## src/rtl/bcd_disp_pkg.sv

```systemverilog
// Shared types and segment encodings for the multiplexed 3-digit BCD display.
// Segment order is {g,f,e,d,c,b,a}, active low (common-anode).
package bcd_disp_pkg;

    localparam logic [6:0] SEG_BLANK = 7'h7F;
    localparam logic [6:0] SEG_DASH  = 7'h3F;

    localparam logic [6:0] SEG_DIGIT [0:9] = '{
        7'h40, 7'h79, 7'h24, 7'h30, 7'h19,
        7'h12, 7'h02, 7'h78, 7'h00, 7'h10
    };

    typedef struct packed {
        logic [3:0] hundreds;
        logic [3:0] tens;
        logic [3:0] units;
    } bcd3_t;

    typedef enum logic [1:0] {
        DIG_UNITS    = 2'd0,
        DIG_TENS     = 2'd1,
        DIG_HUNDREDS = 2'd2
    } digit_t;

endpackage

```

## src/rtl/bcd_seg_decode.sv

```systemverilog
// Combinational BCD nibble to 7-segment decoder; non-decimal nibbles show a dash.
module bcd_seg_decode
    import bcd_disp_pkg::*;
(
    input  logic [3:0] nibble,
    input  logic       blank,
    output logic [6:0] seg
);

    always_comb begin
        // NOTE: every output gets a default before any branch so no latch is inferred.
        seg = SEG_DASH;
        if (blank) begin
            seg = SEG_BLANK;
        end else if (nibble <= 4'd9) begin
            seg = SEG_DIGIT[nibble];
        end
    end

endmodule

```

## src/rtl/bcd_display_scan.sv

```systemverilog
// Multiplexed 3-digit common-anode 7-segment driver with frame-synchronous
// value updates, optional leading-zero blanking and a valid/ready input.
module bcd_display_scan
    import bcd_disp_pkg::*;
#(
    parameter int DIV = 4
) (
    input  logic        clk,
    input  logic        rst,
    input  logic [11:0] bcd_in,
    input  logic        in_valid,
    output logic        in_ready,
    input  logic        lz_en,
    output logic [6:0]  seg,
    output logic [2:0]  an,
    output logic        frame_o
);

    localparam int CNT_W = (DIV > 1) ? $clog2(DIV) : 1;

    logic [CNT_W-1:0] div_cnt;
    digit_t           idx, idx_next;
    bcd3_t            disp, pend;
    logic             pending;

    logic       tc, boundary, accept;
    logic [3:0] nibble;
    logic       blank;
    logic [2:0] an_next;
    logic [6:0] seg_next;

    assign in_ready = ~pending;
    assign tc       = (div_cnt == CNT_W'(DIV - 1));
    assign boundary = tc && (idx == DIG_HUNDREDS);
    assign accept   = in_valid && !pending;

    always_comb begin
        idx_next = DIG_UNITS;
        nibble   = disp.units;
        blank    = 1'b0;
        an_next  = 3'b110;
        case (idx)
            DIG_UNITS: begin
                idx_next = DIG_TENS;
            end
            DIG_TENS: begin
                idx_next = DIG_HUNDREDS;
                nibble   = disp.tens;
                blank    = lz_en && (disp.hundreds == 4'd0) && (disp.tens == 4'd0);
                an_next  = 3'b101;
            end
            DIG_HUNDREDS: begin
                idx_next = DIG_UNITS;
                nibble   = disp.hundreds;
                blank    = lz_en && (disp.hundreds == 4'd0);
                an_next  = 3'b011;
            end
            default: ;
        endcase
    end

    bcd_seg_decode u_decode (
        .nibble (nibble),
        .blank  (blank),
        .seg    (seg_next)
    );

    always_ff @(posedge clk) begin
        // NOTE: non-blocking assignments so every register sees pre-edge values.
        if (rst) begin
            div_cnt <= '0;
            idx     <= DIG_UNITS;
            disp    <= '0;
            pend    <= '0;
            pending <= 1'b0;
            seg     <= SEG_BLANK;
            an      <= 3'b111;
            frame_o <= 1'b0;
        end else begin
            div_cnt <= tc ? '0 : div_cnt + CNT_W'(1);
            if (tc) begin
                idx <= idx_next;
            end
            // A value accepted on the boundary cycle only stages; it never bypasses to disp.
            if (boundary && pending) begin
                disp    <= pend;
                pending <= 1'b0;
            end else if (accept) begin
                pend    <= bcd_in;
                pending <= 1'b1;
            end
            seg     <= seg_next;
            an      <= an_next;
            frame_o <= boundary;
        end
    end

endmodule

```

## config.mk

```make
export PLATFORM = sky130hd
export DESIGN_NAME = bcd_display_scan
export DESIGN_NICKNAME = d
export VERILOG_FILES = /design/src/rtl/bcd_disp_pkg.sv /design/src/rtl/bcd_seg_decode.sv /design/src/rtl/bcd_display_scan.sv
export SDC_FILE = /design/constraint.sdc
export NUM_CORES = 1
export LEC_CHECK = 0
export CORE_ASPECT_RATIO = 1.75
export CORE_UTILIZATION = 55
export CTS_CLUSTER_DIAMETER = 80
export DETAILED_ROUTE_END_ITERATION = 10
export PLACE_DENSITY_LB_ADDON = 0.3
export SYNTH_ARGS = -nofsm -noshare
export SYNTH_HDL_FRONTEND = slang
export SYNTH_SLANG_ARGS = --single-unit
```

## constraint.sdc

```tcl
create_clock -name clk -period 4.9 [get_ports clk]
set_input_delay 0.98 -clock clk [delete_from_list [all_inputs] [get_ports clk]]
set_output_delay 0.98 -clock clk [all_outputs]
set_load 0.01 [all_outputs]
```

==> impl_metrics.csv <==
group,metric,value,unit
outcome,status,"complete, but fails checks",
outcome,violations,"DRC",
setup_path,path_class,"in2reg",
final_layout,antennaDiodeCount,0,
die,die_h,74.5,um
timing,setup_violations,0,
grt,grt_start_max_net_pins,34,
cts,cts.htree.levels,2,
logic_synthesis,yosysMostFrequentCell,"nand2_1",
cts,post_cts_buffers,0,
cts,cts_resized,0,
drt,dr.pass1.iters,7,
final_layout,final_area,0.00203,mm^2
drt,vias_per_cell,5.53,
logic_synthesis,synth_common_cells,"nand2_1 (51), dfxtp_1 (40), a21oi_1 (26)",
drt,wl_met2,1810,um
logic_synthesis,synth_area_leader_cell,"dfxtp_1",
setup_path,crit_path_max_fanout,33,
pwr,total_power,0.713,mW
timing,clock_skew,6.31,ps
logic_synthesis,syn_area_per_cell,8.56,um^2
logic_synthesis,synthesis.nets,217,
grt,track_usage,0.232,
timing,hold_viol_final,0,
drt,drc,4,
die,fp.dieW,43.4,um
setup_path,critPathLaunchType,"primary input",
setup_path,crit_arrival,2760,ps
die,rows,26,
cts,cts-root-buf,"clkbuf_8",
cts,clk_path_buf_depth,2,
logic_synthesis,synthTopCellsByArea,"dfxtp_1 (48%), nand2_1 (12%), a21oi_1 (7.9%)",
placed_design,placed_area,0.00192,mm^2
logic_synthesis,syn_area,0.00165,mm^2
final_layout,layout-drive-gt1-share,0.0868,
setup_path,worstSetupEndpointType,"flip-flop",
die,design.die.area,0.00323,mm^2
grt,antenna_found_initial,0,
timing,finalMaxSlewViolations,0,
logic_synthesis,yosysUniqueCellTypes,33,
logic_synthesis,yosysTopAreaCellShare,0.485,
timing,slew_headroom,0.238,
timing,finalSetupTns,0,ps
grt,grt_pass1_wl,5440,um
pwr,cellPowerDensity,352,mW/mm^2
cts,clock-sinks,40,
final_layout,utilization,0.701,
setup_path,r2r_slack,2650,ps
placed_design,dp_hpwl,2400,um
cts,clk_pin_slew,70,ps
pwr,leakage,0.747,nW
logic_synthesis,synth_edf_count,0,
drt,wirelength,3290,um
cts,hold_buffers,0,
cts,cts_inserted_buffers,5,
final_layout,syn_to_final_growth,22.8,%
grt,grt_overflow_total,0,
drt,num_vias,1365,
drt,topRoutingLayerUsed,"met4",
logic_synthesis,syn_inst,193,
timing,rsz0062_at_grt,"false",
drt,wl_met1,1240,um
worst_hold_path,worst_hold_path_type,"reg2reg",
setup_path,worst_ep_required_time,5060,ps
grt,first_global_vias,1282,
cts,cts_tree,"built",
die,num_io_pins,28,
placed_design,finalWeightedCongestion,0.940,
die,start_util,0.570,
pwr,vdd_drop_max,0.315,mV
timing,min_period,2600,ps
logic_synthesis,synth-async-reset-ratio,0,
logic_synthesis,synth-seq-cells,40,
drt,met3_length,112,um
drt,drt_iter0_markers,54,
timing,worstMarginPinSlew,1140,ps
drt,ant_nets,0,
die,core,0.00290,mm^2
final_layout,fill_cells,242,
cts,clk_latency,300,ps
timing,fmax,384,MHz
final_layout,nNetsFinal,242,
drt,post_drt_wl_per_cell,13.3,um
placed_design,port_buffers,27,
logic_synthesis,yosysSeqAreaShare,0.485,
flow_run,maxCapViolCount,0,
logic_synthesis,synth_warnings,0,
logic_synthesis,synth_flop_cell,"dfxtp_1",
timing,fin_crit_sh,0.531,
[per-stage QoR]
step / cells / hold slack (ps) / worst slack [ps]
2_1_floorplan: 193 / 398 / 2980
3_3_place_gp: 239 / 408 / 2060
4_1_cts: 247 / 438 / 2320
3_5_place_dp: 239 / 428 / 2000
6_report: 247 / 430 / 2300
5_1_grt: 247 / 455 / 2110
[kinds of logic after synthesis]
family / count (synthesis) / synth area share
and+or+nand+nor: 79 / 0.199
AOI/OAI and AO/OA: 49 / 0.205
DFF: 40 / 0.485
buffers and inverters: 15 / 0.0379
adders and majority gates: 8 / 0.0606
muxes: 2 / 0.0121
[state kept, by name (all words and copies together), names as in the netlist]
signal and flops:
disp 12, pending 1, an 3, frame_o 1
seg 7, idx 2, pend 12, div_cnt 2
[final timing paths]
kind,endpoint,startpoint,cells past startpoint
setup / recovery,seg[0]$_SDFF_PP1_,rst,3
setup reg to reg,seg[0]$_SDFF_PP1_,idx[0]$_SDFFE_PP0P_,8
hold reg to reg,div_cnt[0]$_SDFF_PP0_,div_cnt[0]$_SDFF_PP0_,1
hold / removal,div_cnt[0]$_SDFF_PP0_,div_cnt[0]$_SDFF_PP0_,1
[report_power, final]
| group | internal (mW) | total [mW] | switching (mW) |
|---|---|---|---|
| Combinational | 0.0475 | 0.0982 | 0.0508 |
| Clock | 0.151 | 0.266 | 0.116 |
| Sequential | 0.342 | 0.348 | 0.00655 |
| Total | 0.540 | 0.713 | 0.173 |
[final cells by class]
cell class                 count  area [um^2]  share of cell area
sequential                    40          801               0.395
multi-input combinational    138          788               0.389
timing repair buffer          27          270               0.133
clock buffer                   5         68.8              0.0339
clock inverter                 3         42.5              0.0210
tap                           28         35.0              0.0173
inverter                       6         22.5              0.0111
[worst max-delay path, cell delays in order]
cell and delay (ps):
clkdlybuf4s50_1 980, a41oi_2 640, o221ai_2 150
[cells in the final DEF, fill, tap and decap left out, types with 3 or more instances in the layout]
cell,n
inv_1,5
nor3_1,3
a21oi_1,26
nand2_1,51
ha_1,8
nor2_1,14
clkdlybuf4s50_1,27
dfxtp_1,40
a21o_1,3
a22oi_1,4
clkbuf_8,5
o21ai_1,3
[layer usage]
layer / track usage / up-vias
met5: 0 / -
met4: 0.156 / 0
met3: 0.0558 / 12
met2: 0.426 / 33
met1: 0.222 / 624
li1: - / 696
(Power assumes the default switching activity.)
